==> config.mk <==
export PLATFORM = sky130hd
export DESIGN_NAME = daq_sample_framer
export DESIGN_NICKNAME = d
export VERILOG_FILES = /design/src/rtl/daq_sample_framer.sv
export SDC_FILE = /design/constraint.sdc
export NUM_CORES = 1
export LEC_CHECK = 0
export ABC_AREA = 1
export CAP_MARGIN = 20
export CORE_MARGIN = 2
export CORE_UTILIZATION = 40
export DETAILED_ROUTE_END_ITERATION = 7
export PLACE_DENSITY = 0.62
export SYNTH_ARGS = -nofsm -noshare
export SYNTH_HDL_FRONTEND = slang
export SYNTH_SLANG_ARGS = --single-unit
==> constraint.sdc <==
create_clock -name clk_i -period 4.4 [get_ports clk_i]
set_input_delay 0.88 -clock clk_i [delete_from_list [all_inputs] [get_ports clk_i]]
set_output_delay 0.88 -clock clk_i [all_outputs]
set_load 0.02 [all_outputs]
==> src/rtl/daq_sample_framer.sv <==
// Buffers 16-bit DAQ samples in a FIFO and streams them as framed bytes:
// SYNC, SEQ, N big-endian samples, then an XOR checksum over SEQ and sample bytes.
module daq_sample_framer #(
  parameter int unsigned SAMPLES_PER_FRAME = 8,
  parameter int unsigned FIFO_DEPTH        = 16,
  parameter logic [7:0]  SYNC_BYTE         = 8'hA5
) (
  input  logic        clk_i,
  input  logic        rst_i,
  input  logic [15:0] sample_i,
  input  logic        sample_valid_i,
  output logic [7:0]  byte_o,
  output logic        byte_valid_o,
  input  logic        byte_ready_i,
  output logic        overflow_o,
  input  logic        clr_overflow_i,
  output logic [15:0] frame_count_o
);

  localparam int unsigned PW = $clog2(FIFO_DEPTH);
  localparam int unsigned CW = PW + 1;
  localparam int unsigned IW = $clog2(SAMPLES_PER_FRAME + 1);
  localparam logic [CW-1:0] FRAME_SAMPLES = CW'(SAMPLES_PER_FRAME);
  localparam logic [CW-1:0] FULL_COUNT    = CW'(FIFO_DEPTH);
  localparam logic [IW-1:0] LAST_IDX      = IW'(SAMPLES_PER_FRAME - 1);

  typedef enum logic [2:0] {IDLE, HDR, SEQ, MSB, LSB, CSUM} state_e;

  logic [15:0]   fifoMem_q [FIFO_DEPTH];
  logic [PW-1:0] wrPtr_q, rdPtr_q, rdPtrNext;
  logic [CW-1:0] count_q, count_d;
  logic          full, push, pop, xfer, frameReady;
  logic [15:0]   headSample, nextSample;

  state_e        state_q;
  logic [7:0]    byte_q, seq_q, csum_q;
  logic          byteValid_q, overflow_q;
  logic [IW-1:0] sampleIdx_q;
  logic [15:0]   frameCount_q;

  // Fullness is the registered count, so a push on a full FIFO drops even if a pop happens too.
  assign full       = (count_q == FULL_COUNT);
  assign push       = sample_valid_i && !full;
  assign xfer       = byteValid_q && byte_ready_i;
  assign pop        = xfer && (state_q == LSB);
  assign rdPtrNext  = rdPtr_q + PW'(1);
  assign count_d    = count_q + CW'(push) - CW'(pop);
  assign frameReady = (count_q >= FRAME_SAMPLES);
  assign headSample = fifoMem_q[rdPtr_q];
  assign nextSample = fifoMem_q[rdPtrNext];

  always_ff @(posedge clk_i) begin
    if (push) begin
      fifoMem_q[wrPtr_q] <= sample_i;
    end
  end

  always_ff @(posedge clk_i or posedge rst_i) begin
    if (rst_i) begin
      wrPtr_q    <= '0;
      rdPtr_q    <= '0;
      count_q    <= '0;
      overflow_q <= 1'b0;
    end else begin
      if (push) begin
        wrPtr_q <= wrPtr_q + PW'(1);
      end
      if (pop) begin
        rdPtr_q <= rdPtrNext;
      end
      count_q <= count_d;
      if (sample_valid_i && full) begin
        overflow_q <= 1'b1;
      end else if (clr_overflow_i) begin
        overflow_q <= 1'b0;
      end
    end
  end

  // Each state names the byte currently presented; the next byte is loaded on its transfer.
  always_ff @(posedge clk_i or posedge rst_i) begin
    if (rst_i) begin
      state_q      <= IDLE;
      byte_q       <= 8'h00;
      byteValid_q  <= 1'b0;
      seq_q        <= 8'h00;
      csum_q       <= 8'h00;
      sampleIdx_q  <= '0;
      frameCount_q <= 16'h0000;
    end else begin
      case (state_q)
        IDLE: begin
          if (frameReady) begin
            state_q     <= HDR;
            byte_q      <= SYNC_BYTE;
            byteValid_q <= 1'b1;
          end
        end
        HDR: begin
          if (xfer) begin
            state_q <= SEQ;
            byte_q  <= seq_q;
          end
        end
        SEQ: begin
          if (xfer) begin
            state_q     <= MSB;
            byte_q      <= headSample[15:8];
            csum_q      <= byte_q;
            sampleIdx_q <= '0;
          end
        end
        MSB: begin
          if (xfer) begin
            state_q <= LSB;
            byte_q  <= headSample[7:0];
            csum_q  <= csum_q ^ byte_q;
          end
        end
        LSB: begin
          if (xfer) begin
            csum_q <= csum_q ^ byte_q;
            if (sampleIdx_q == LAST_IDX) begin
              state_q <= CSUM;
              byte_q  <= csum_q ^ byte_q;
            end else begin
              // The head is popped on this edge, so the following sample is one slot ahead.
              state_q     <= MSB;
              byte_q      <= nextSample[15:8];
              sampleIdx_q <= sampleIdx_q + IW'(1);
            end
          end
        end
        CSUM: begin
          if (xfer) begin
            seq_q        <= seq_q + 8'd1;
            frameCount_q <= frameCount_q + 16'd1;
            if (frameReady) begin
              state_q <= HDR;
              byte_q  <= SYNC_BYTE;
            end else begin
              state_q     <= IDLE;
              byteValid_q <= 1'b0;
            end
          end
        end
        default: begin
          state_q     <= IDLE;
          byteValid_q <= 1'b0;
        end
      endcase
    end
  end

  assign byte_o        = byte_q;
  assign byte_valid_o  = byteValid_q;
  assign overflow_o    = overflow_q;
  assign frame_count_o = frameCount_q;

endmodule

==> Word level (Yosys, flattened, before mapping) <==
Memories as Yosys holds them, arrays and structs flattened.
Index checks and enable logic that the tools add are counted.
{ "op_classes": {"n_eq_ne": 16, "order_cmp": 1, "n_addsub": 7, "n_bitwise": 2, "muxes": 32, "n_shift": 0, "reduce_logical": 18, "div": 0, "multipliers": 0} }
{ "ops": {"columns": ["op", "count"], "rows": [
  ["two-way mux 8 bit", 9],
  ["case mux 8 bit (6 select lines)", 1],
  ["two-way mux 3 bit", 7],
  ["case mux 3 bit (6 select lines)", 1],
  ["adder 16 x 1 -> 16 bit, second input constant", 1],
  ["!= test 2 bit, second input constant", 8],
  ["case mux 8 bit (2 select lines)", 1],
  ["adder 4 x 1 -> 4 bit, second input constant", 3],
  ["two-way mux 4 bit", 3],
  ["AND reduction 6 bit", 2],
  ["adder 8 x 1 -> 8 bit, second input constant", 1],
  ["two-way mux 1 bit", 8],
  ["case mux 4 bit (2 select lines)", 1],
  ["AND reduction 4 bit", 2],
  ["bitwise XOR 8 bit", 1],
  ["equality test 3 x 2 -> 1 bit, second input constant", 2],
  ["equality test 3 bit, second input constant", 2],
  ["nonzero test 2 bit", 3],
  ["nonzero test 6 bit", 1],
  ["adder 5 x 1 -> 5 bit", 1],
  ["equality test 5 bit, second input constant", 1],
  ["greater-or-equal comparator 5 x 4 -> 1 bit, second input constant", 1],
  ["subtractor 5 x 1 -> 5 bit", 1],
  ["equality test 4 x 3 -> 1 bit, second input constant", 1],
  ["11 further kinds", 14]
]} }
{ "totals": {"mem_bits_ro": 0, "elab_cells": 88, "n_memories": 1, "latch_bits": 0, "out_inout_bits": 26, "in_bits": 21, "ram_bits": 256, "register_bits": 62} }
{ "mem_list": {"columns": ["memory", "words", "width", "read_ports", "rd_ports_with_merged_regs", "wr", "line_no", "source"], "rows": [
  ["fifoMem_q", 16, 16, 2, 0, 1, "29", "logic [15:0] fifoMem_q [FIFO_DEPTH];"]
]} }

==> Logic depth before layout (Yosys ltp) <==
Gate-level depths: netlist (run 1).
{ "depth": {"depth_word": 5, "depth_mapped": 13, "mapped_depth_nobuf": 12} }

==> Worst setup path before layout (run 1) <==
No wires, ideal clock.
{ "synth_timing": {"path_kind": "input -> register", "start": "input port sample_valid_i", "end": "register count_q[4]", "t_required_ps": 4272, "stages": 11, "setup_slack_ps": 1579, "arrival_ps": 2694, "setup_time_ps": 128, "cell_sequence": "inv_1 -> a31oi_1 -> inv_1 -> ha_1 -> inv_1 -> ha_1 -> inv_1 -> fa_1 -> o21ai_0 -> a21oi_1 -> xor2_1"} }
{ "synth_between": {"elab_chain_cells": 3} }
{ "synth_lines": {"columns": ["element", "line_no", "source"], "rows": [
  ["start, declared", "11", "input logic sample_valid_i,"],
  ["logical AND 1 bit", "43", "assign push = sample_valid_i && !full;"],
  ["adder 5 x 1 -> 5 bit", "47", "assign count_d = count_q + CW'(push) - CW'(pop);"],
  ["subtractor 5 x 1 -> 5 bit", "47", null],
  ["net count_d[4]", "31", "logic [CW-1:0] count_q, count_d;"],
  ["end signal, assigned", "71", "count_q <= count_d;"],
  ["end, declared", "31", null]
]} }
The timed path passes the listed nets, and every way through them passes these cells.
A chain may end at the register's enable or synchronous reset.

==> Final worst setup path (run 1) <==
Ends and elaborated chain as after synthesis.

==> results.toml, run 1 <==
[setup_path]
startpoint = "sample_valid_i"
worstPathRequired_ns = 4.80
crit_path_end_kind = "register"
cpMostUsedCell = "inv_1"
r2r-end = "byte_o[0]$_DFFE_PP0P_"
cp_cell_sequence = "clkdlybuf4s50_1 -> inv_1 -> a31oi_1 -> inv_1 -> ha_1 -> inv_1 -> ha_1 -> inv_1 -> fa_1 -> o21ai_0 -> a21oi_1 -> xor2_1"
crit_fanout = 9
rr_worst_depth = 11
path_class = "primary input to register"
slowest_stage = "a31oi_1"
crit_family = "compound AO/OA/AOI/OAI gates"
r2r_slack_ns = 1.34
cp_num_buf_inv = 5
r2r_start = "rdPtr_q[0]$_DFFE_PP0P_"
cpPeakStageDelay_ns = 0.66
cp.arrival_ns = 3.56
start_kind = "primary input"

[logic_synthesis]
yosysSeqAreaShare_pct = 61.9
syn_nets = 1522
synth.avg_cell_area_um2 = 10.1
syn_area_mm2 = 0.0149
synth_cell_type_count = 39
synth_seq_cells = 318
yosys_warnings = 0
netlist_instances = 1484
ys.flop_type = "edfxtp_1"
async_flop_share_pct = 19.5
synth_edf_count = 256

[job]
maxCapViolCount = 0

[power]
power.switching_mw = 1.76
p_clk_share_pct = 40.2
swShare_pct = 24.3
combPwrFrac_pct = 9.7
internal-power_mw = 5.50
power_leakage_nw = 6.72
powerDensity_mw_per_mm2 = 425
peakVddDrop_mv = 0.332
seq_power_share_pct = 50.1

[global_routing]
grt_overflow_total = 0
antenna_found_initial = 2
grt_max_degree = 171
grt_usage_pct = 19.9
grt_pass1_vias = 10400
grt_pass1_wl_um = 59100

[cells_and_area]
final_cells = 2019
syn_to_final_growth_pct = 14.4
drive_gt1_share_pct = 8.65
final_common_cell = "nand2_1"
final_cell_mix = "nand2_1 (272), edfxtp_1 (256), o21ai_0 (157)"
fin_nets = 1562

[cts]
cts_tree = "built"
hold_buffers = 0
root_buffer = "clkbuf_16"
clkTransAtPathRegs_ns = 0.06
post_cts_resized = 0
post-cts-setup-buffer-count = 0
htreeDepth = 2
tritoncts.num_buffers = 35
clkSinkCount = 318
insertion_delay_ns = 0.53
clockBufferDepth = 3

[placement]
port_buffers = 46
placed_cells = 1955
gp_congestion = 0.820
hpwlAfterDp_um = 22700
dp_slack_ns = 0.606

[run_status]
outcome = "finished clean"

[sta]
setup_viol_count_final = 0
slew_viol_final = 0
grt_setup_unrepaired = "no"
period_share_pct = 71.8
skew_ns = 0.0167
worst_pin_slew_ns = 0.969
finalHoldViolCount = 0
period_minus_slack_ns = 3.16
hold_slack_ns = 0.480
max_slew_margin_pct = 35.2
max_freq_mhz = 317
fin_ws_ns = 1.24
fin_tns_setup_ns = 0

[detailed_routing]
drc_errors = 0
vias = 10800
finalWirelength_um = 38100
drtIter0Drc = 1083
drtPass1Iterations = 5
postRouteAntennaNets = 0
via_per_inst = 5.36
drt-wirelength-per-cell_um = 18.9

[floorplanning]
die_w_um = 197
start_util_pct = 40.6
ios = 47
dieArea_mm2 = 0.0388
coreArea_mm2 = 0.0367
die_h_um = 197
rows = 70

[min_path]
min_path_cells = 1
worstHoldPathType = "register to register"
holdPathEnd = "frame_count_o[15]$_DFFE_PP0P_"
hp-start = "frame_count_o[15]$_DFFE_PP0P_"
[per-layer routing]
metal / track usage, % / wire (µm) / vias to the layer above
met3: 3.52 / 2850 / 65
met4: 6.77 / 937 / 2
met1: 26.8 / 16100 / 5222
met5: 0 / 14 / -
met2: 32.7 / 18200 / 378
li1: - / - / 5163
[through the flow]
step | util (%) | total power [mW] | area, µm²
CTS | 46.5 | 7.33 | 17100
finish | 46.5 | 7.26 | 17100
detailed placement | 43.4 | 4.41 | 15900
floorplan | - | 4.09 | 14900
global placement | 43.4 | 4.38 | 15900
global route | 46.5 | 7.54 | 17100
[Yosys cell counts (2+ instances only)]
library cell | n | area share (%)
nand2_2 | 6 | 0.25
o22ai_1 | 10 | 0.42
clkbuf_1 | 29 | 0.73
buf_4 | 3 | 0.15
inv_1 | 136 | 3.4
buf_1 | 6 | 0.15
mux2_2 | 2 | 0.15
a22oi_1 | 3 | 0.15
o211ai_1 | 46 | 2.3
nor2_1 | 145 | 3.6
a21oi_1 | 58 | 1.9
xnor2_1 | 18 | 1.1
nand4_1 | 6 | 0.25
inv_2 | 4 | 0.10
nor2_4 | 3 | 0.23
buf_2 | 39 | 1.3
nand2_1 | 272 | 6.8
dfrtp_1 | 62 | 10
nand3_1 | 151 | 5.1
clkinv_1 | 3 | 0.075
ha_1 | 16 | 1.3
xor2_1 | 27 | 1.6
nor2_2 | 7 | 0.29
nor3_1 | 4 | 0.13
a31oi_1 | 2 | 0.084
edfxtp_1 | 256 | 52
nand3_2 | 2 | 0.13
o21ai_0 | 157 | 5.3
[flip-flops by register name (all words and copies together) (netlist names)]
name and flops:
frame_count_o 16, csum_q 8, seq_q 8, rdPtr_q 4, overflow_o 1, sampleIdx_q 4
byte_valid_o 1, state_q 3, fifoMem_q 256, count_q 5, byte_o 8, wrPtr_q 4
[final cells by class]
type                       count  area, µm²
fill                        3364      19600
sequential                   318       9240
multi-input combinational    945       4820
clock buffer                  44        931
timing repair buffer          80        728
tap                          468        586
inverter                     144        543
clock inverter                19        210
antenna                        1       2.50
[kinds of logic (layout without fill, tap and decap cells)]
family / Yosys count / count (layout) / synth area share, %
other cells: 0 / 1 / 0
fa+ha+maj: 17 / 17 / 1.48
mux: 2 / 2 / 0.151
xor+xnor: 47 / 47 / 2.86
compound gates: 280 / 280 / 10.4
flops: 318 / 318 / 61.9
buf+inv: 221 / 287 / 5.97
simple gates: 599 / 599 / 17.2
[power by group through the flow]
stage | combinational (mW) | sequential (mW) | clock (mW)
5_1_grt | 0.794 | 3.66 | 3.08
2_1_floorplan | 0.412 | 3.68 | 0
6_report | 0.705 | 3.64 | 2.92
3_5_place_dp | 0.713 | 3.70 | 0
4_1_cts | 0.714 | 3.64 | 2.98
3_3_place_gp | 0.693 | 3.69 | 0
[worst max-delay path by stage]
stage | endpoint | slack (ns) | depth (start not counted)
after CTS | fifoMem_q[3][13]$_DFFE_PP_ | 1.16 | 6
after global placement | count_q[4]$_DFF_PP0_ | 0.64 | 12
after detailed placement | fifoMem_q[3][9]$_DFFE_PP_ | 0.61 | 6
after floorplan | count_q[4]$_DFF_PP0_ | 1.58 | 11
final | count_q[4]$_DFF_PP0_ | 1.24 | 12
after global routing | count_q[4]$_DFF_PP0_ | 0.99 | 12
(Power assumes the default switching activity.)
==> run 2, diff against run 1 <==
==> constraint.sdc (replaced) <==
create_clock -name clk_i -period 3.05 [get_ports clk_i]
set_input_delay 0.61 -clock clk_i [delete_from_list [all_inputs] [get_ports clk_i]]
set_output_delay 0.61 -clock clk_i [all_outputs]
set_load 0.02 [all_outputs]
==> run 2 against run 1 <==
  * Design area is 1.3% higher
  * Hold slack got worse by 0.0029 ns
  * Combinational power up 49%
  * Register-to-register slack lost 0.76 ns
  * Clock-buffer cell count shrank 2
  * Sequential power rose by 44%
  * Clock skew up 0.0022 ns
==> results.toml, run 2 (synthesized netlist as in run 1, its figures left out) <==
[floorplanning]
coreArea_mm2 = 0.0367
start_util_pct = 40.6
ios = 47
die_w_um = 197
rows = 70
die_h_um = 197
dieArea_mm2 = 0.0388

[min_path]
min_path_cells = 1
worstHoldPathType = "register to register"
hp-start = "frame_count_o[15]$_DFFE_PP0P_"
holdPathEnd = "frame_count_o[15]$_DFFE_PP0P_"

[placement]
dp_slack_ns = 0.113
hpwlAfterDp_um = 23600
dpl_cell_area_mm2 = 0.0162
port_buffers = 46
gp_congestion = 0.838
placed_cells = 1967

[cts]
insertion_delay_ns = 0.54
tritoncts.num_buffers = 36
post_cts_resized = 0
hold_buffers = 0
clockBufferDepth = 3
post-cts-setup-buffer-count = 0
htreeDepth = 2
cts_tree = "built"
root_buffer = "clkbuf_16"
clkTransAtPathRegs_ns = 0.06
clkSinkCount = 318

[detailed_routing]
vias = 10800
drtIter0Drc = 1011
postRouteAntennaNets = 0
drt-wirelength-per-cell_um = 18.7
drtPass1Iterations = 5
finalWirelength_um = 38100
via_per_inst = 5.32
drc_errors = 0

[power]
combPwrFrac_pct = 10.0
p_clk_share_pct = 39.8
power_leakage_nw = 6.83
power.switching_mw = 2.62
internal-power_mw = 7.84
peakVddDrop_mv = 0.501
powerDensity_mw_per_mm2 = 605
swShare_pct = 25.0
seq_power_share_pct = 50.1

[sta]
grt_setup_unrepaired = "no"
skew_ns = 0.0189
max_slew_margin_pct = 50.6
slew_viol_final = 0
fin_tns_setup_ns = 0
worst_pin_slew_ns = 0.738
setup_viol_count_final = 0
finalHoldViolCount = 0
max_freq_mhz = 405
fin_ws_ns = 0.581
period_share_pct = 80.9
period_minus_slack_ns = 2.47
hold_slack_ns = 0.477

[global_routing]
grt_overflow_total = 0
grt_max_degree = 116
antenna_found_initial = 0
grt_pass1_vias = 10500
grt_pass1_wl_um = 59600
grt_usage_pct = 19.9

[run_status]
outcome = "finished clean"

[setup_path]
start_kind = "register"
r2r_start = "count_q[2]$_DFF_PP0_"
crit_fanout = 3
cp.arrival_ns = 2.88
path_class = "register to register"
r2r_slack_ns = 0.58
rr_worst_depth = 12
crit_path_end_kind = "register"
r2r-end = "count_q[4]$_DFF_PP0_"
worstPathRequired_ns = 3.46

[cells_and_area]
drive_gt1_share_pct = 9.65
largest_register = "fifoMem_q"
fin_nets = 1575
final_common_cell = "nand2_1"
syn_to_final_growth_pct = 15.9
fin_area_mm2 = 0.0173
largest_register_ffs = 256
final_cells = 2032
n_antenna_cell = 0
final_cell_mix = "nand2_1 (272), edfxtp_1 (256), o21ai_0 (157)"

[job]
maxCapViolCount = 0
-- run 2: worst max path at each step --
stage	startpoint	endpoint	slack (ns)	cells past startpoint
global placement	sample_valid_i	count_q[4]$_DFF_PP0_	0.14	12
floorplan	sample_valid_i	count_q[4]$_DFF_PP0_	0.50	11
CTS	count_q[2]$_DFF_PP0_	count_q[4]$_DFF_PP0_	0.54	12
detailed placement	sample_valid_i	count_q[4]$_DFF_PP0_	0.11	12
finish	count_q[2]$_DFF_PP0_	count_q[4]$_DFF_PP0_	0.58	12
global route	count_q[2]$_DFF_PP0_	count_q[4]$_DFF_PP0_	0.37	12
-- run 2: layout make-up --
type,instances,area (µm²)
clock buffer,42,933
clock inverter,23,198
fill,3346,19400
inverter,144,543
multi-input combinational,945,4820
sequential,318,9240
tap,468,586
timing repair buffer,92,956
-- run 2: power by group through the flow --
stage | clock network [mW] | logic (mW) | registers, mW
finish | 4.17 | 1.05 | 5.24
CTS | 4.25 | 1.06 | 5.24
global route | 4.42 | 1.18 | 5.27
detailed placement | 0 | 1.06 | 5.33
global placement | 0 | 1.03 | 5.32
floorplan | 0 | 0.594 | 5.30
-- run 2: through the flow --
step / power [mW] / utilization, %
6_report: 10.5 / 47.1
5_1_grt: 10.9 / 47.1
4_1_cts: 10.6 / 47.1
3_5_place_dp: 6.39 / 44.0
3_3_place_gp: 6.35 / 44.0
2_1_floorplan: 5.90 / -
-- run 2: per-layer routing --
metal  GRT usage [%]  up-vias  share of wire [%]
met3            3.48       66                6.6
met1            27.1     5212                 44
met4            5.96        0                2.3
met2            32.8      351                 48
met5               0        -                  0
li1                -     5186                  -
-- run 2: worst max-delay path: stages (launching register included) --
cell	delay, ns
dfrtp_1	0.36
inv_1	0.09
ha_1	0.22
a31oi_1	0.28
inv_1	0.08
ha_1	0.27
inv_1	0.06
ha_1	0.15
inv_1	0.06
fa_1	0.39
o21ai_0	0.17
a21oi_1	0.10
xor2_1	0.14
